--- src/rtl/sprite_pixel_renderer.sv ---
// Purpose: per-pixel sprite lookup; drives Pac-Man/ghost ROM row addresses and emits texel-on flags.
// Latency: 2 cycles from DrawX/DrawY to pac_on/ghost_on, one pixel accepted every cycle.
// Backpressure: none; the pipeline never stalls and follows the scan counters unconditionally.
module sprite_pixel_renderer #(
    parameter int SCALE_SHIFT = 1,
    parameter int ANIM_FRAMES = 8
) (
    input  logic       Clk,
    input  logic       Reset_n,
    input  logic       frame_start,
    input  logic [9:0] DrawX,
    input  logic [9:0] DrawY,
    input  logic [9:0] pac_x,
    input  logic [9:0] pac_y,
    input  logic [1:0] pac_dir,
    input  logic       pac_moving,
    input  logic [9:0] ghost_x,
    input  logic [9:0] ghost_y,
    output logic [2:0] pac_addr,
    output logic [2:0] ghost_addr,
    input  logic [7:0] pac_right_data,
    input  logic [7:0] pac_closed_data,
    input  logic [7:0] pac_up_data,
    input  logic [7:0] ghost_data,
    output logic       pac_on,
    output logic       ghost_on
);

    // Sprite span in screen pixels, widened to 11 bits so x+span never wraps past 1023.
    localparam logic [10:0] SPAN = 11'(8 << SCALE_SHIFT);

    // Animation counter width; a single-frame phase still needs one bit of storage.
    localparam int                CW        = (ANIM_FRAMES > 1) ? $clog2(ANIM_FRAMES) : 1;
    localparam logic [CW-1:0]     ANIM_LAST = CW'(ANIM_FRAMES - 1);

    localparam logic [1:0] DIR_RIGHT = 2'd0;
    localparam logic [1:0] DIR_LEFT  = 2'd1;
    localparam logic [1:0] DIR_UP    = 2'd2;

    // Which ROM / mirroring the second stage applies to the fetched row.
    localparam logic [1:0] SEL_CLOSED = 2'd0;
    localparam logic [1:0] SEL_RIGHT  = 2'd1;
    localparam logic [1:0] SEL_LEFT   = 2'd2;
    localparam logic [1:0] SEL_UP     = 2'd3;

    logic [1:0]    lat_dir;
    logic          lat_moving;
    logic [CW-1:0] anim_cnt;
    logic          mouth_closed;

    logic          pac_hit;
    logic          ghost_hit;
    logic [2:0]    pac_col;
    logic [2:0]    pac_row;
    logic [2:0]    ghost_col;
    logic [2:0]    ghost_row;
    logic          closed_now;
    logic [1:0]    pac_sel;
    logic [2:0]    pac_row_addr;

    logic          pac_hit1;
    logic          ghost_hit1;
    logic [2:0]    pac_col1;
    logic [2:0]    ghost_col1;
    logic [1:0]    pac_sel1;
    logic          pac_bit;

    // Per-frame state: direction/moving are frozen at vblank, mouth phase advances once per frame.
    always_ff @(posedge Clk) begin
        if (!Reset_n) begin
            lat_dir      <= DIR_RIGHT;
            lat_moving   <= 1'b0;
            anim_cnt     <= '0;
            mouth_closed <= 1'b0;
        end else if (frame_start) begin
            lat_dir    <= pac_dir;
            lat_moving <= pac_moving;
            if (!pac_moving) begin
                anim_cnt     <= '0;
                mouth_closed <= 1'b0;
            end else if (anim_cnt == ANIM_LAST) begin
                anim_cnt     <= '0;
                mouth_closed <= ~mouth_closed;
            end else begin
                anim_cnt <= anim_cnt + 1'b1;
            end
        end
    end

    // Bounding-box hit tests in 11 bits so sprites near 1023 clip instead of wrapping to 0.
    assign pac_hit   = ({1'b0, DrawX} >= {1'b0, pac_x})   && ({1'b0, DrawX} < ({1'b0, pac_x} + SPAN)) &&
                       ({1'b0, DrawY} >= {1'b0, pac_y})   && ({1'b0, DrawY} < ({1'b0, pac_y} + SPAN));
    assign ghost_hit = ({1'b0, DrawX} >= {1'b0, ghost_x}) && ({1'b0, DrawX} < ({1'b0, ghost_x} + SPAN)) &&
                       ({1'b0, DrawY} >= {1'b0, ghost_y}) && ({1'b0, DrawY} < ({1'b0, ghost_y} + SPAN));

    // Texel coordinates; only meaningful when the matching hit flag is set.
    assign pac_col   = 3'((DrawX - pac_x)   >> SCALE_SHIFT);
    assign pac_row   = 3'((DrawY - pac_y)   >> SCALE_SHIFT);
    assign ghost_col = 3'((DrawX - ghost_x) >> SCALE_SHIFT);
    assign ghost_row = 3'((DrawY - ghost_y) >> SCALE_SHIFT);

    // mouth_closed is already cleared when not moving; the gate keeps the intent explicit.
    assign closed_now = mouth_closed & lat_moving;

    // Choose the ROM and mirroring; vertical mirror is done on the address, horizontal on the bit.
    always_comb begin
        pac_sel      = SEL_CLOSED;
        pac_row_addr = pac_row;
        if (!closed_now) begin
            case (lat_dir)
                DIR_RIGHT: pac_sel = SEL_RIGHT;
                DIR_LEFT:  pac_sel = SEL_LEFT;
                DIR_UP:    pac_sel = SEL_UP;
                default: begin
                    pac_sel      = SEL_UP;
                    pac_row_addr = 3'd7 - pac_row;
                end
            endcase
        end
    end

    // Stage 1: register ROM addresses plus everything stage 2 needs to pick the bit.
    always_ff @(posedge Clk) begin
        if (!Reset_n) begin
            pac_addr   <= 3'd0;
            ghost_addr <= 3'd0;
            pac_hit1   <= 1'b0;
            ghost_hit1 <= 1'b0;
            pac_col1   <= 3'd0;
            ghost_col1 <= 3'd0;
            pac_sel1   <= SEL_CLOSED;
        end else begin
            pac_addr   <= pac_row_addr;
            ghost_addr <= ghost_row;
            pac_hit1   <= pac_hit;
            ghost_hit1 <= ghost_hit;
            pac_col1   <= pac_col;
            ghost_col1 <= ghost_col;
            pac_sel1   <= pac_sel;
        end
    end

    // Pick the Pac-Man texel from the row the ROMs return for the stage-1 address; bit 7 is leftmost.
    always_comb begin
        pac_bit = 1'b0;
        case (pac_sel1)
            SEL_CLOSED: pac_bit = pac_closed_data[3'd7 - pac_col1];
            SEL_RIGHT:  pac_bit = pac_right_data[3'd7 - pac_col1];
            SEL_LEFT:   pac_bit = pac_right_data[pac_col1];
            default:    pac_bit = pac_up_data[3'd7 - pac_col1];
        endcase
    end

    // Stage 2: registered flags; both may be set together, priority is the colour mapper's job.
    always_ff @(posedge Clk) begin
        if (!Reset_n) begin
            pac_on   <= 1'b0;
            ghost_on <= 1'b0;
        end else begin
            pac_on   <= pac_hit1 & pac_bit;
            ghost_on <= ghost_hit1 & ghost_data[3'd7 - ghost_col1];
        end
    end

endmodule

--- config.mk ---
export PLATFORM = sky130hd
export DESIGN_NAME = sprite_pixel_renderer
export DESIGN_NICKNAME = d
export VERILOG_FILES = /design/src/rtl/sprite_pixel_renderer.sv
export SDC_FILE = /design/constraint.sdc
export NUM_CORES = 1
export LEC_CHECK = 0
export BUFFER_PORTS_ARGS = -buffer_cell sky130_fd_sc_hd__buf_4
export CAP_MARGIN = 30
export CORE_MARGIN = 2
export CORE_UTILIZATION = 52
export DETAILED_ROUTE_END_ITERATION = 10
export GPL_TIMING_DRIVEN = 1
export MAX_ROUTING_LAYER = met4
export PLACE_DENSITY = 0.82
export SYNTH_ARGS = -nofsm -noshare
export SYNTH_HDL_FRONTEND = slang
export SYNTH_SLANG_ARGS = --single-unit
--- constraint.sdc ---
create_clock -name Clk -period 2.2 [get_ports Clk]
set_input_delay 0.11 -clock Clk [delete_from_list [all_inputs] [get_ports Clk]]
set_output_delay 0.11 -clock Clk [all_outputs]
set_load 0.005 [all_outputs]
After elaboration in Yosys (flattened, before gate mapping)
Index checks and enable logic that the tools add are counted.
W data, S select, Z words.
{ "classes": {"eq_ne": 6, "mux": 18, "reduce_logical": 11, "n_lt_le_gt_ge": 11, "bitwise": 5, "addsub": 12} }
{ "op_table": {"columns": ["cell", "n"], "rows": [
  ["$add A10 B5 Y11 const B", 4],
  ["$lt A10 B11 Y1", 4],
  ["$ge A10 B10 Y1", 4],
  ["$sub A4 B4 Y4", 4],
  ["$bmux W1 S3", 5],
  ["$lt A3 B4 Y1 const B", 3],
  ["$mux W3", 4],
  ["$sub A3 B3 Y3 const A", 3],
  ["$mux W1", 7],
  ["$logic_and A1 B1 Y1", 6],
  ["$eq A2 B1 Y1 const B", 2],
  ["$eq A2 B2 Y1 const B", 2],
  ["$logic_not A2 Y1", 2],
  ["$pmux W2 S2", 1],
  ["$add A3 B1 Y3 const B", 1],
  ["$and A1 B1 Y1", 3],
  ["$eq A3 B3 Y1 const B", 1],
  ["$pmux W1 S3", 1],
  ["$reduce_or A3 Y1", 1],
  ["$ne A2 B1 Y1 const B", 1],
  ["$not A1 Y1", 2],
  ["$reduce_and A2 Y1", 1],
  ["$reduce_or A2 Y1", 1]
]} }
{ "totals": {"ff_bits": 25, "inputBits": 98, "wordCells": 76} }

Longest topological paths before layout
Gate-level depths: netlist of the first run.
{ "depth": {"word_depth": 5, "ltp_mapped": 9} }

Worst setup path after synthesis of the first run
Ideal clock, no wire load.
{ "synth_timing": {"kind": "input to register", "from": "input port ghost_x[4]", "to": "register ghost_hit1", "stages": 9, "setup_time_ps": 96, "arrival_ps": 1680, "slack_ps": 424, "required_ps": 2104, "path_cell_list": "ha_1 -> nand3_1 -> xnor2_1 -> ha_1 -> a21oi_1 -> nor2b_1 -> a2111oi_0 -> a21oi_1 -> nor4b_1"} }
{ "synth_via": {"elab_chain_cells": 5, "word_cells_on_any_way": 6, "classes_between": "1 x add/sub; 2 x order compare; 3 x reduce/logical"} }
{ "synth_lines": {"columns": ["element", "line_no", "text"], "rows": [
  ["from (decl)", "17", "input logic [9:0] ghost_x,"],
  ["$add A10 B5 Y11", "93", "assign ghost_hit = ({1'b0, DrawX} >= {1'b0, ghost_x}) && ({1'b0, DrawX} < ({1'b0, ghost_x} + SPAN)) &&"],
  ["$lt A10 B11 Y1", "93", null],
  ["$logic_and A1 B1 Y1 (*) (2 in a row)", "93", null],
  ["$logic_and A1 B1 Y1 (*)", "94", "({1'b0, DrawY} >= {1'b0, ghost_y}) && ({1'b0, DrawY} < ({1'b0, ghost_y} + SPAN));"],
  ["to (signal assigned)", "136", "ghost_hit1 <= ghost_hit;"],
  ["to (decl)", "62", "logic ghost_hit1;"]
]} }
Mark *: on every way between the ends. The rest lies on a longest branch, timed or not.
A chain may end at the register's enable or synchronous reset.

Worst setup path in the final report of the first run
Same ends and word-level chain as after synthesis.

==> results.cfg, run 1 <==
[sta]
drv_slew = 0
final.setup.tns_ns = 0
finalCritPeriodShare = 0.834
final.min_clock_period_ns = 1.83
hold_viol = 0
relSlewSlack = 0.683
setup_viol = 0
worst_pin_slew_ns = 0.473
skew_ns = 0.00161
rsz0062_at_grt = false
fmax_mhz = 545
timing.hold.ws_ns = 0.0937

[critical_path]
worstSetupEndpointType = register
worstReg2RegEnd = pac_on
crit_path_start_kind = input port
reg2reg_slack_ns = 0.45
startpoint = ghost_x[4]
crit_path_end = ghost_hit1
crit_arrival_ns = 2.00
rr_startpoint = pac_col1[0]
path_class = input port to register
crit_fanout = 4
critPathRequiredTime_ns = 2.37
rr_worst_depth = 4

[synthesis]
synth_edf_count = 0
synthArstFlopShare = 0
synth_cells = 367
yosysSeqAreaShare = 0.158
ys_seq_elements = 25
syn_nets = 539
synth_flop_cell = dfxtp_1
synth_area_mm2 = 0.00317
synth_cell_type_count = 46
yosysWarnings = 0
syn_avg_cell_area_um2 = 8.65

[clock_tree]
clkSinkCount = 25
clk_path_buf_depth = 2
cts_hold_buffers = 0
cts_tree = built
clock_latency_ns = 0.26
post_cts_buffers = 0
cts_root_buf = clkbuf_8
post_cts_resized = 0
cts_made_buffers = 3
clk_pin_slew_ns = 0.09
cts.htree.levels = 1

[die]
die-area_mm2 = 0.00675
die-height_um = 82.1
pin_count = 106
initial_core_util = 0.536
die_x_um = 82.1
num_rows = 28
core_mm2 = 0.00592

[power]
peakVddDrop_v = 0.000408
fin_total_pwr_mw = 1.53
pwr_density_cell_mw_per_mm2 = 376
leakage_nw = 2.03

[layout]
regArea_um2 = 500
syn_to_final_growth_pct = 28.1
drive_above_1_share = 0.238
multi_input_area_mm2 = 0.00245
n_antenna_cell = 0
final_nets = 643
layout_common_cells = buf_4, ha_1, inv_1, nor2_1, a21oi_1
stdcell_count = 545
fillers = 484
final_util = 0.687
layout_commonest_cell = buf_4

[routing]
routed_via_density = 5.51
drt_iter0_drc = 89
post_drt_wl_per_cell_um = 14.6
totalWireLength_mm = 7.95
vias = 3002
ant_nets = 0
drc = 0
first_pass_iters = 4

[hold_path]
hp-start = pac_dir[0]
hold_class = input port to register

[global_routing]
grt_max_degree = 18
antenna_found_initial = 0
first_global_vias = 3016
grt-ovfl-total = 0
track_usage = 0.242
grt_pass1_wl_mm = 12.6

[placement]
gp_congestion = 0.877
dpl.hpwl_mm = 7.00
dp_cells = 541
portBuffers = 105

[status]
status = complete, no violations

[job]
maxCapViolCount = 0
## critical path: stages
cell and delay (ns):
buf_4 0.13, ha_1 0.22, nand3_1 0.13, xnor2_1 0.13
ha_1 0.27, a21oi_1 0.16, nor2b_1 0.06, a2111oi_0 0.38
a21oi_1 0.13, nor4b_1 0.30
## per-layer routing
| metal | vias up | part of all wire | track usage |
|---|---|---|---|
| met5 | - | 0 | - |
| met1 | 1380 | 0.44 | 0.284 |
| met2 | 83 | 0.49 | 0.445 |
| li1 | 1525 | - | - |
| met4 | 0 | 0.021 | 0.0567 |
| met3 | 14 | 0.053 | 0.0228 |
## report_power, final
part	total (mW)	internal, mW	switching (mW)
Sequential	0.517	0.488	0.0295
Combinational	0.740	0.404	0.337
Clock	0.270	0.129	0.141
Total	1.53	1.02	0.507
## registers in the layout (all words and copies together) (netlist names)
name          count
ghost_on          1
pac_col1          3
ghost_addr        3
ghost_col1        3
pac_hit1          1
pac_on            1
anim_cnt          3
ghost_hit1        1
lat_dir           2
pac_sel1          2
mouth_closed      1
pac_addr          3
lat_moving        1
## synthesized netlist by cell type (all sizes together) (6+ instances only)
library cell	n	share of area
a21oi	26	0.041
nand2	20	0.024
dfxtp	25	0.16
o21ai	15	0.024
inv	49	0.058
mux4	11	0.088
nor3	6	0.0095
xnor2	21	0.058
nor2	29	0.034
nand3	14	0.022
ha	70	0.28
mux2i	9	0.028
a211oi	8	0.019
o21a	8	0.019
## kinds of logic after synthesis
logic type,after synthesis,synth area share
compound gates,77,0.155
xor+xnor,24,0.0662
fa+ha+maj,74,0.301
buf+inv,56,0.0702
flops,25,0.158
mux,20,0.116
simple gates,91,0.134
## how the worst min path moves through the flow
stage                         end  slack (ns)  depth (start not counted)
finish                 lat_dir[0]        0.09                          3
global route           lat_dir[0]        0.12                          3
CTS                    lat_dir[1]         0.1                          3
detailed placement     lat_dir[1]        0.37                          3
global placement       lat_dir[1]        0.36                          3
floorplan           ghost_col1[0]        0.23                          1
## cell type report
| type | instances | area share |
|---|---|---|
| Tap cell | 75 | 0.0231 |
| Multi-Input combinational cell | 286 | 0.603 |
| Timing Repair Buffer | 105 | 0.194 |
| Sequential cell | 25 | 0.123 |
| Clock buffer | 4 | 0.0111 |
| Inverter | 50 | 0.0462 |
## stage by stage
step / setup WS, ns / instance area (um2)
global placement: 0.195 / 4020
floorplan: 0.424 / 3170
detailed placement: 0.107 / 4020
finish: 0.365 / 4070
global route: 0.160 / 4070
CTS: 0.369 / 4070
Note: power is estimated with default switching activity, not from simulation.
==> inputs of run 2 (changes only) <==
==> constraint.sdc (replaced) <==
create_clock -name Clk -period 1.8 [get_ports Clk]
set_input_delay 0.09 -clock Clk [delete_from_list [all_inputs] [get_ports Clk]]
set_output_delay 0.09 -clock Clk [all_outputs]
set_load 0.005 [all_outputs]
==> run 2 against run 1 <==
  * Clock power grew 21%
  * Worst hold slack got worse by 0.010 ns
  * Combinational power up 31%
  * First-iteration DRC count rose by 7.9%
  * Non-clock buffer count grew 13
  * Critical path depth fell by 1
  * Final cell count up 2.4%
  * Clock-buffer cell count unchanged
  * Routed wire length increased by 6.2%
==> results.cfg, run 2 (same netlist as run 1, synthesis figures left out) <==
[power]
peakVddDrop_v = 0.000361
leakage_nw = 2.10
pwr_density_cell_mw_per_mm2 = 457
fin_total_pwr_mw = 1.92

[routing]
drt_iter0_drc = 96
post_drt_wl_per_cell_um = 15.1
first_pass_iters = 6
vias = 3107
totalWireLength_mm = 8.44
drc = 0
ant_nets = 0
routed_via_density = 5.57

[global_routing]
first_global_vias = 3169
grt_pass1_wl_mm = 13.2
grt_max_degree = 18
grt-ovfl-total = 0
antenna_found_initial = 0
track_usage = 0.256

[placement]
portBuffers = 105
gp_congestion = 0.864
dpl.hpwl_mm = 7.31

[sta]
drv_slew = 0
fmax_mhz = 605
setup_viol = 0
worst_pin_slew_ns = 0.488
finalCritPeriodShare = 0.919
hold_viol = 0
final.min_clock_period_ns = 1.65
relSlewSlack = 0.672
skew_ns = 0.00341
rsz0062_at_grt = false

[critical_path]
path_buf_inv = 1
reg2reg_slack_ns = 0.19
path_class = input port to register
worstSetupEndpointType = register
critPathRequiredTime_ns = 1.98
crit_fanout = 2
slowest_delay_ns = 0.33
crit_arrival_ns = 1.83
slowest_stage = a2111oi_4
crit_path_start_kind = input port
crit_path_cell_trace = buf_4 -> ha_1 -> nand3_1 -> xnor2_1 -> ha_1 -> a21o_1 -> a2111oi_4 -> a21oi_1 -> a211oi_1
critical_path.top_delay_family = compound AO/OA/AOI/OAI gates
rr_worst_depth = 5
worstReg2RegEnd = pac_on
rr_startpoint = pac_col1[0]
cpMostUsedCell = ha_1

[clock_tree]
post_cts_buffers = 0
cts_made_buffers = 3
clk_pin_slew_ns = 0.09
cts.htree.levels = 1
clk_path_buf_depth = 2
clock_latency_ns = 0.26
cts_tree = built
clkSinkCount = 25
cts_root_buf = clkbuf_8

[layout]
final_util = 0.710
final_nets = 656
layout_common_cells = buf_4, ha_1, inv_1, nor2_1, a21oi_1
layout_commonest_cell = buf_4
n_antenna_cell = 0
drive_above_1_share = 0.263
syn_to_final_growth_pct = 32.4

[job]
maxCapViolCount = 0

[die]
pin_count = 106
initial_core_util = 0.536
core_mm2 = 0.00592
die-height_um = 82.1
num_rows = 28
die_x_um = 82.1
die-area_mm2 = 0.00675

[hold_path]
hold_class = input port to register
whs_path_depth = 3
hold_end = lat_dir[1]
hp-start = pac_dir[1]

[status]
status = complete, no violations
==> run 2: timing repair <==
| action | in CTS | in global routing |
|---|---|---|
| setup endpoints to repair | 1 | 2 |
| gates resized for setup | 1 | 4 |
| cloned | 0 | 0 |
| hold buffers | 0 | 0 |
| pin swaps | 0 | 2 |
==> run 2: worst reg2reg max path: stages (launching register included) <==
cell	delay [ns]
dfxtp_1	0.36
buf_12	0.14
mux4_1	0.57
mux2i_1	0.15
mux4_2	0.26
nor2_1	0.04
==> run 2: through the flow <==
step / setup WS, ns / instances / instance area, um2 / setup TNS, ns / hold WS [ns]
after floorplan: 0.0438 / 367 / 3170 / 0 / 0.212
after global placement: -0.162 / 554 / 4130 / -0.242 / 0.346
after detailed placement: -0.265 / 554 / 4130 / -0.433 / 0.350
after CTS: 0.0145 / 558 / 4180 / 0 / 0.0748
after global routing: 0.0204 / 558 / 4200 / 0 / 0.109
final: 0.146 / 558 / 4200 / 0 / 0.0833
==> run 2: layout make-up <==
class                   instances  area [um2]
repair buffers                118         898
multi-input cells             286        2480
inverters                      50         188
clock buffers                   4        45.0
well taps                      75        93.8
fillers                       476        1720
flip-flops and latches         25         500
==> run 2: per-layer routing <==
metal  vias up  GRT usage  routed length [um]
met5         -          -                   0
met4         0     0.0700                 188
met3        20     0.0239                 466
met2        96      0.492                4370
met1      1433      0.279                3420
li1       1558          -                   -
==> run 2: how the worst max path moves through the flow <==
stage / start / to / slack, ns / cells after the start
after global placement: ghost_x[4] / ghost_hit1 / -0.16 / 10
after floorplan: ghost_x[4] / ghost_hit1 / 0.04 / 9
after global routing: pac_x[4] / pac_hit1 / 0.02 / 9
after CTS: ghost_x[4] / ghost_hit1 / 0.01 / 10
after detailed placement: ghost_x[4] / ghost_hit1 / -0.26 / 10
final: pac_x[4] / pac_hit1 / 0.15 / 9
==> run 2: where the power goes <==
group	switching, mW	leakage [nW]	internal, mW	total, mW
clock network	0.169	0.0228	0.158	0.327
registers	0.0307	0.206	0.597	0.627
logic	0.438	1.87	0.529	0.967
total	0.638	2.10	1.28	1.92
